### config.mk
export PLATFORM = sky130hd
export DESIGN_NAME = barrel_shift_pipe
export DESIGN_NICKNAME = d
export VERILOG_FILES = /design/src/rtl/shift_pkg.sv /design/src/rtl/shift_unit.sv /design/src/rtl/barrel_shift_pipe.sv
export SDC_FILE = /design/constraint.sdc
export NUM_CORES = 1
export LEC_CHECK = 0
export ABC_AREA = 1
export BUFFER_PORTS_ARGS = -buffer_cell sky130_fd_sc_hd__buf_2
export CAP_MARGIN = 20
export CELL_PAD_IN_SITES_DETAIL_PLACEMENT = 1
export CELL_PAD_IN_SITES_GLOBAL_PLACEMENT = 2
export CORE_MARGIN = 4
export CORE_UTILIZATION = 33
export DETAILED_ROUTE_END_ITERATION = 16
export GPL_TIMING_DRIVEN = 0
export PLACE_DENSITY = 0.95
export SLEW_MARGIN = 20
export SYNTH_ARGS = -nofsm -noshare
export SYNTH_HDL_FRONTEND = slang
export SYNTH_SLANG_ARGS = --single-unit
export TNS_END_PERCENT = 30
### constraint.sdc
create_clock -name clk -period 2.3 [get_ports clk]
set_input_delay 0.46 -clock clk [delete_from_list [all_inputs] [get_ports clk]]
set_output_delay 0.46 -clock clk [all_outputs]
set_load 0.005 [all_outputs]
### src/rtl/shift_pkg.sv
// shift_pkg: shared mode encoding for the pipelined barrel shifter.
//   shift_mode_e : operation select carried on the 3-bit mode port
//   MODE_MAX     : highest defined mode; anything above passes the operand through
package shift_pkg;
    typedef enum logic [2:0] {
        SLL = 3'b000,
        SRL = 3'b001,
        SRA = 3'b010,
        ROL = 3'b011,
        ROR = 3'b100
    } shift_mode_e;
    localparam logic [2:0] MODE_MAX = 3'(ROR);
endpackage

### src/rtl/shift_unit.sv
// shift_unit: combinational N-bit shifter/rotator for a single stage.
//   data_i : operand
//   amt_i  : shift amount
//   mode_i : shift_mode_e encoding; reserved codes return data_i
//   fill_i : bit shifted in from the top for SRA (sign of the original operand)
//   res_o  : result
module shift_unit
    import shift_pkg::*;
#(
    parameter int N = 8,
    localparam int AW = $clog2(N)
) (
    input  logic [N-1:0]  data_i,
    input  logic [AW-1:0] amt_i,
    input  logic [2:0]    mode_i,
    input  logic          fill_i,
    output logic [N-1:0]  res_o
);
    logic [2*N-1:0] lsh, rsh, fsh;
    logic [N-1:0]   shifted;
    always_comb begin
        lsh = {data_i, data_i} << amt_i;
        rsh = {data_i, data_i} >> amt_i;
        // fill comes from the original operand, so a second stage still sign-extends correctly
        fsh = {{N{fill_i}}, data_i} >> amt_i;
        case (mode_i)
            SLL:     shifted = data_i << amt_i;
            SRL:     shifted = data_i >> amt_i;
            SRA:     shifted = fsh[N-1:0];
            ROL:     shifted = lsh[2*N-1:N];
            ROR:     shifted = rsh[N-1:0];
            default: shifted = data_i;
        endcase
        res_o = (mode_i > MODE_MAX) ? data_i : shifted;
    end
endmodule

### src/rtl/barrel_shift_pipe.sv
// barrel_shift_pipe: two-stage pipelined multi-mode barrel shifter with valid/ready on both sides.
//   clk, rst        : clock, asynchronous active-low reset
//   en              : global enable, 0 freezes every register
//   in_valid/ready  : input handshake for d, amt, mode
//   out_valid/ready : output handshake for out, zero
//   out, zero       : shifted result and its all-zero flag
// Stage 1 shifts by the even part of amt, stage 2 by amt[0]; same-mode shifts compose.
module barrel_shift_pipe
    import shift_pkg::*;
#(
    parameter int N = 8,
    localparam int AW = $clog2(N)
) (
    input  logic          clk,
    input  logic          rst,
    input  logic          en,
    input  logic          in_valid,
    output logic          in_ready,
    input  logic [N-1:0]  d,
    input  logic [AW-1:0] amt,
    input  logic [2:0]    mode,
    output logic          out_valid,
    input  logic          out_ready,
    output logic [N-1:0]  out,
    output logic          zero
);
    logic          v1_q, v2_q, a0_q, fill1_q, zero_q;
    logic [N-1:0]  p1_q, p1_d, out_q, out_d;
    logic [2:0]    mode1_q;
    logic [AW-1:0] s1_amt;
    logic          ready1, ready2;

    // masking bit 0 also covers N=2, where amt has no upper bits
    assign s1_amt = amt & ~AW'(1);
    assign ready2 = !v2_q || out_ready;
    assign ready1 = !v1_q || ready2;
    assign in_ready = en && ready1;
    assign out_valid = v2_q;
    assign out = out_q;
    assign zero = zero_q;

    shift_unit #(.N(N)) u_s1 (
        .data_i(d),
        .amt_i (s1_amt),
        .mode_i(mode),
        .fill_i(d[N-1]),
        .res_o (p1_d)
    );

    shift_unit #(.N(N)) u_s2 (
        .data_i(p1_q),
        .amt_i (AW'(a0_q)),
        .mode_i(mode1_q),
        .fill_i(fill1_q),
        .res_o (out_d)
    );

    always_ff @(posedge clk or negedge rst) begin
        if (!rst) begin
            v1_q    <= 1'b0;
            v2_q    <= 1'b0;
            p1_q    <= '0;
            a0_q    <= 1'b0;
            mode1_q <= '0;
            fill1_q <= 1'b0;
            out_q   <= '0;
            zero_q  <= 1'b0;
        end else if (en) begin
            if (ready1) begin
                v1_q <= in_valid;
                if (in_valid) begin
                    p1_q    <= p1_d;
                    a0_q    <= amt[0];
                    mode1_q <= mode;
                    fill1_q <= d[N-1];
                end
            end
            if (ready2) begin
                v2_q <= v1_q;
                if (v1_q) begin
                    out_q  <= out_d;
                    zero_q <= (out_d == '0);
                end
            end
        end
    end
endmodule

# [Word-level counts from Yosys, hierarchy flattened]
# Index checks and enable logic that the tools add are counted.
[classes] magnitude_cmp=2 eq_ne=8 n_shift=10 mux=4 reduce_logical=12
[op_table] cell="$pmux 8 s5" n=2
[op_table] cell="$shr 16x1->8" n=2
[op_table] cell="$shr 16x3->8" n=2
[op_table] cell="$mux 8" n=2
[op_table] cell="$shl 16x1->16" n=1
[op_table] cell="$shl 16x3->16" n=1
[op_table] cell="$eq 3x2->1 const B" n=4
[op_table] cell="$logic_not 8->1" n=1
[op_table] cell="$shl 8x1->8" n=1
[op_table] cell="$shl 8x3->8" n=1
[op_table] cell="$shr 8x1->8" n=1
[op_table] cell="$shr 8x3->8" n=1
[op_table] cell="$eq 3x1->1 const B" n=2
[op_table] cell="$eq 3x3->1 const B" n=2
[op_table] cell="$gt 3x3->1 const B" n=2
[op_table] cell="$logic_not 3->1" n=2
[op_table] cell="$reduce_and 3->1" n=2
[op_table] cell="$reduce_and 2->1" n=2
[op_table] cell="$logic_not 1->1" n=2
[op_table] cell="$logic_or 1x1->1" n=2
[op_table] cell="$logic_and 1x1->1" n=1
[word_totals] ff_bits=24 in_bits=19 output_inout_bits=11 elab_cells=44

# [Depth between registers and ports, before layout]
[depth] word_depth=4 depth_mapped=11 ltp_nobuf=11

# [Hierarchy]
# A second synthesis with hierarchy kept.
[unflattened] cells_unflattened=561 area_unflattened_um2=3070.4
[by_module_without_submodules] mod="shift_unit" n_inst=2 cells_each=222 area_each_um2=1037.2 seq_area_each_um2=0.0
[by_module_without_submodules] mod="barrel_shift_pipe" n_inst=1 cells_each=117 area_each_um2=996.0 seq_area_each_um2=600.6

# [Worst setup path after synthesis]
# Ideal clock, no wire load.
[synth_path] path_type="input to register" from="input amt[1]" to="register p1_q[2]" setup_ps=116 arrival_ps=1204 required_ps=2184 setup_slack_ps=980 cell_stages=9 n_path_buf=2 cell_sequence="buf_2 buf_2 nand3_1 nand3_1 nand2_1 nand2_1 nand2_1 nand2_1 nand2_1"
[synth_via] elab_chain_cells=3 word_cells_on_any_way=7 cone_classes="shift: 5; mux: 2"
[synth_rtl] item="start: declaration" line_no="barrel_shift_pipe.sv:20" text="input logic [AW-1:0] amt,"
[synth_rtl] item="$shr 16x3->8 (tied with other cells)" line_no="shift_unit.sv:23" text="rsh = {data_i, data_i} >> amt_i;"
[synth_rtl] item="$pmux 8 s5 (*)" line_no="shift_unit.sv:26" text="case (mode_i)"
[synth_rtl] item="$mux 8 (*)" line_no="shift_unit.sv:34" text="res_o = (mode_i > MODE_MAX) ? data_i : shifted;"
[synth_rtl] item="end signal: assignment" line_no="barrel_shift_pipe.sv:72" text="p1_q <= p1_d;"
[synth_rtl] item="end: declaration" line_no="barrel_shift_pipe.sv:28" text="logic [N-1:0] p1_q, p1_d, out_q, out_d;"
# Mark *: on every way between the ends. The rest lies on a longest branch, timed or not.
# A chain may end at the register's enable or synchronous reset.

# [Worst setup path in the final report]
[layout_path] from="register mode1_q[1]" to="register zero_q, in the netlist zero"
[layout_via] elab_chain_cells=4 word_cells_on_any_way=9 cone_classes="order compare: 1; eq/ne: 4; mux: 2; reduce/logical: 2"
[layout_rtl] item="start: declaration" line_no="barrel_shift_pipe.sv:29" text="logic [2:0] mode1_q;"
[layout_rtl] item="start signal: assignment" line_no="barrel_shift_pipe.sv:74" text="mode1_q <= mode;"
[layout_rtl] item="$eq 3x3->1 (tied with other cells)" line_no="shift_unit.sv:26"
[layout_rtl] item="$pmux 8 s5" line_no="shift_unit.sv:26"
[layout_rtl] item="$mux 8 (*)" line_no="shift_unit.sv:34"
[layout_rtl] item="$logic_not 8->1 (*)" line_no="barrel_shift_pipe.sv:82" text="zero_q <= (out_d == '0);"
[layout_rtl] item="end signal: assignment" line_no="barrel_shift_pipe.sv:82"
[layout_rtl] item="end: declaration" line_no="barrel_shift_pipe.sv:27" text="logic v1_q, v2_q, a0_q, fill1_q, zero_q;"
# Marks and branches as above.

==> out/qor.log <==
[floorplan] Chip Height 86.5 um
[timing] Period Utilization, post-route 67.2%
[floorplan] top-level port count 30
[yosys] Yosys warning count 0
[timing] post-layout minimum cycle time 1550 ps
[setup_path] endpoint arrival time on the critical path 1770 ps
[timing] total setup violations reported at the end of the flow 0
[floorplan] Die Footprint 0.00748 mm^2
[setup_path] cell repeated most along the worst path sky130_fd_sc_hd__nor2_1
[yosys] async set-or-reset flop fraction in the synthesized netlist 100%
[run] max-cap viol count 0
[timing] worst relative slew slack 62.4%
[yosys] number of synthesized flops with an enable pin 0
[setup_path] R2R cell count 7
[routing] post-detailed-route DRC marker count 0
[setup_path] Critical Path Max Stage Delay 470 ps
[clock_tree] TritonCTS Buffers 3
[setup_path] register-to-register path setup slack 750 ps
[global_routing] first-pass GRT wire length 10200 um
[clock_tree] sink count of the clock tree 24
[timing] unrepaired setup endpoints after global routing no
[floorplan] Initial Util 34.1%
[setup_path] reg-to-reg critical path startpoint mode1_q[1]
[timing] count of endpoints failing hold in the final timing report 0
[setup_path] category of the worst setup path launch point flip-flop
[timing] measured slew at the worst slew-check pin 564 ps
[global_routing] antenna violations before repair 0
[global_routing] Tot GR Track Use 16.7%
[routing] remaining antenna violation count after routing 0
[timing] Final Worst Setup Slack 755 ps
[clock_tree] CTS clock-pin slew for the worst setup and hold paths 100 ps
[power_and_ir_drop] Peak supply drop 319 uV
[clock_tree] CTS Hold Buffers Added 0
[power_and_ir_drop] sequential share of power 36.7%
[clock_tree] post-cts gate resize count 0
[routing] DR WL met3 205 um
[routing] routed metal-1 wire length 2720 um
[power_and_ir_drop] share of power burned in combinational logic 40.5%
[global_routing] GR Overflow Total 0
[power_and_ir_drop] total leakage power 1.24 nW
[routing] final WL 5860 um
[yosys] sequential element share of the synthesized area 29.5%
[timing] upper clock frequency limit 0.647 GHz
[routing] via count normalized by instance count 4.97
[setup_path] terminus of the critical flop-to-flop path zero
[power_and_ir_drop] clock network fraction of total power 22.8%
[final_layout] ANT cells 0
[yosys] most used flip-flop cell after synthesis sky130_fd_sc_hd__dfrtp_1
[setup_path] critical path class flip-flop to flip-flop
[yosys] post-synthesis cell area 0.00203 mm^2
[clock_tree] cell at the root of the clock tree sky130_fd_sc_hd__clkbuf_8
[routing] wire length on met2 2890 um
[power_and_ir_drop] PD cells 723 mW/mm^2
[final_layout] most common cell after layout, fill and taps aside sky130_fd_sc_hd__nand2_1
[setup_path] slowest library cell on the worst path sky130_fd_sc_hd__dfrtp_1
[clock_tree] Setup Fix Bufs, Post-CTS 0
[status] outcome completed
[timing] worst clock skew 7.95 ps
[final_layout] most used cells in the layout excluding fill and tap cells sky130_fd_sc_hd__nand2_1, sky130_fd_sc_hd__nor2_1, sky130_fd_sc_hd__nand3_1
[placement] routability congestion estimate from global placement 0.834
[timing] Setup Total Neg Slack 0 ps
[placement] dpl hpwl 4720 um
[yosys] number of storage elements in the synthesis netlist 24
[hold_path] Min-Delay Path Class primary input to async pin
[routing] iteration count of the initial detailed-routing pass 4
[yosys] cell count after synthesis 325
[setup_path] type of destination of the critical path flip-flop
[timing] Final Max Tran Viols 0
[placement] pre-CTS worst setup slack 645 ps
[yosys] Yosys cell types 29
[final_layout] synthesis-to-layout area growth 15.0%
[clock_tree] maximum root-to-sink buffer count 2
[routing] average detailed-routed wire length per instance 13.6 um
[clock_tree] CTS tree done
[power_and_ir_drop] internal power component 1.03 mW
[final_layout] share of layout cells above drive strength 1 19.0%
[global_routing] number of global-route vias before repair 2197
[setup_path] Worst Path Required 2520 ps
[setup_path] peak fanout along the critical path 10
[final_layout] net count reported at finish 377
[setup_path] Worst setup startpoint mode1_q[1]
[global_routing] pin count of the biggest net entering global routing 25
[yosys] mean area per synthesized cell 6.26 um^2
[routing] top routing layer in use met4
[routing] iteration-0 DRC count of the detailed router 60
[floorplan] number of placement rows 28
[power_and_ir_drop] switching power of the nets 656 uW
[setup_path] cell chain of the critical path o21ai_4 -> nand2_4 -> nor3_2 -> nor2_1 -> nor2_1 -> nand3_1 -> nand2_1
[clock_tree] H-tree depth 1
[clock_tree] worst skew pair latency 280 ps
[floorplan] Core ar. 0.00596 mm^2
[setup_path] last element of the critical path zero
[power_and_ir_drop] switching part of the total power 38.8%
[placement] Port Buffer Count 28
[routing] Via Count 2145
[floorplan] Die X 86.5 um
[yosys] syn nets 344
[routing by layer]
layer / up-vias / global-route usage (%)
met2: 36 / 30.3
met3: 5 / 1.71
li1: 1105 / -
met4: 0 / 3.68
met1: 999 / 21.2
met5: - / 0
[worst min path at each step]
stage / startpoint / cells past startpoint / end / slack [ps]
floorplan: rst / 0 / a0_q / 160
finish: rst / 1 / out[4] / 160
global placement: zero / 2 / zero / 460
global route: rst / 1 / p1_q[0] / 210
detailed placement: rst / 1 / v1_q / 470
CTS: rst / 1 / out[5] / 170
[synthesized netlist by cell type (2+ instances only)]
| cell | n | area, um^2 |
|---|---|---|
| sky130_fd_sc_hd__buf_6 | 3 | 33.8 |
| sky130_fd_sc_hd__dfrtp_1 | 24 | 601 |
| sky130_fd_sc_hd__a21oi_1 | 25 | 125 |
| sky130_fd_sc_hd__o21ai_4 | 2 | 32.5 |
| sky130_fd_sc_hd__buf_2 | 4 | 20.0 |
| sky130_fd_sc_hd__nand2_4 | 2 | 22.5 |
| sky130_fd_sc_hd__nand4_1 | 4 | 25.0 |
| sky130_fd_sc_hd__nor2_1 | 38 | 143 |
| sky130_fd_sc_hd__o21ai_0 | 20 | 100 |
| sky130_fd_sc_hd__nand3_1 | 34 | 170 |
| sky130_fd_sc_hd__nor2_4 | 2 | 22.5 |
| sky130_fd_sc_hd__inv_1 | 31 | 116 |
| sky130_fd_sc_hd__clkbuf_1 | 2 | 7.51 |
| sky130_fd_sc_hd__nand3_4 | 2 | 35.0 |
| sky130_fd_sc_hd__nand2_2 | 3 | 18.8 |
| sky130_fd_sc_hd__inv_2 | 6 | 22.5 |
| sky130_fd_sc_hd__nand2_1 | 104 | 390 |
| sky130_fd_sc_hd__nor2_2 | 5 | 31.3 |
| sky130_fd_sc_hd__nand3_2 | 2 | 20.0 |
| sky130_fd_sc_hd__o21ai_1 | 3 | 15.0 |
[cells by family after synthesis]
| group | after synthesis | synth area share, % |
|---|---|---|
| simple gates | 197 | 43.7 |
| compound gates | 56 | 15.7 |
| buf+inv | 47 | 10.5 |
| flops | 24 | 29.5 |
| mux | 1 | 0.554 |
[registers in the layout, indices dropped and copies added (netlist names)]
signal / cells
zero: 1
fill1_q: 1
v1_q: 1
out: 8
out_valid: 1
a0_q: 1
p1_q: 8
mode1_q: 3
[critical path: cells and delay by family, from the launching register on]
kind	cells	cell delay (ps)
AO/OA/AOI/OAI	1	360
AND/OR/NAND/NOR	6	660
flip-flops	1	470
[metrics by stage]
| step | area, um^2 | utilization, % | std cells | power, mW | hold WS, ps |
|---|---|---|---|---|---|
| final | 2340 | 39.3 | 432 | 1.69 | 164 |
| after global routing | 2340 | 39.3 | 432 | 1.83 | 210 |
| after CTS | 2340 | 39.3 | 432 | 1.71 | 174 |
| after detailed placement | 2270 | 38.1 | 428 | 1.32 | 468 |
| after global placement | 2270 | 38.1 | 428 | 1.30 | 460 |
| after floorplan | 2030 | - | 325 | 1.08 | 164 |
[power groups by stage]
stage               combinational, mW  clock, mW  sequential, mW
finish                          0.685      0.385           0.620
global route                    0.792      0.402           0.638
CTS                             0.699      0.386           0.621
detailed placement              0.692          0           0.630
global placement                0.674          0           0.623
floorplan                       0.456          0           0.626
[area by class of cell]
type                    count  area, um^2
multi-input cells         254        1220
clock inverters             1        30.0
flip-flops and latches     24         601
well taps                  75        93.8
fillers                   824        3620
clock buffers               3        41.3
repair buffers             28         140
plain buffers              10        75.1
inverters                  37         139
(Power assumes the default switching activity.)
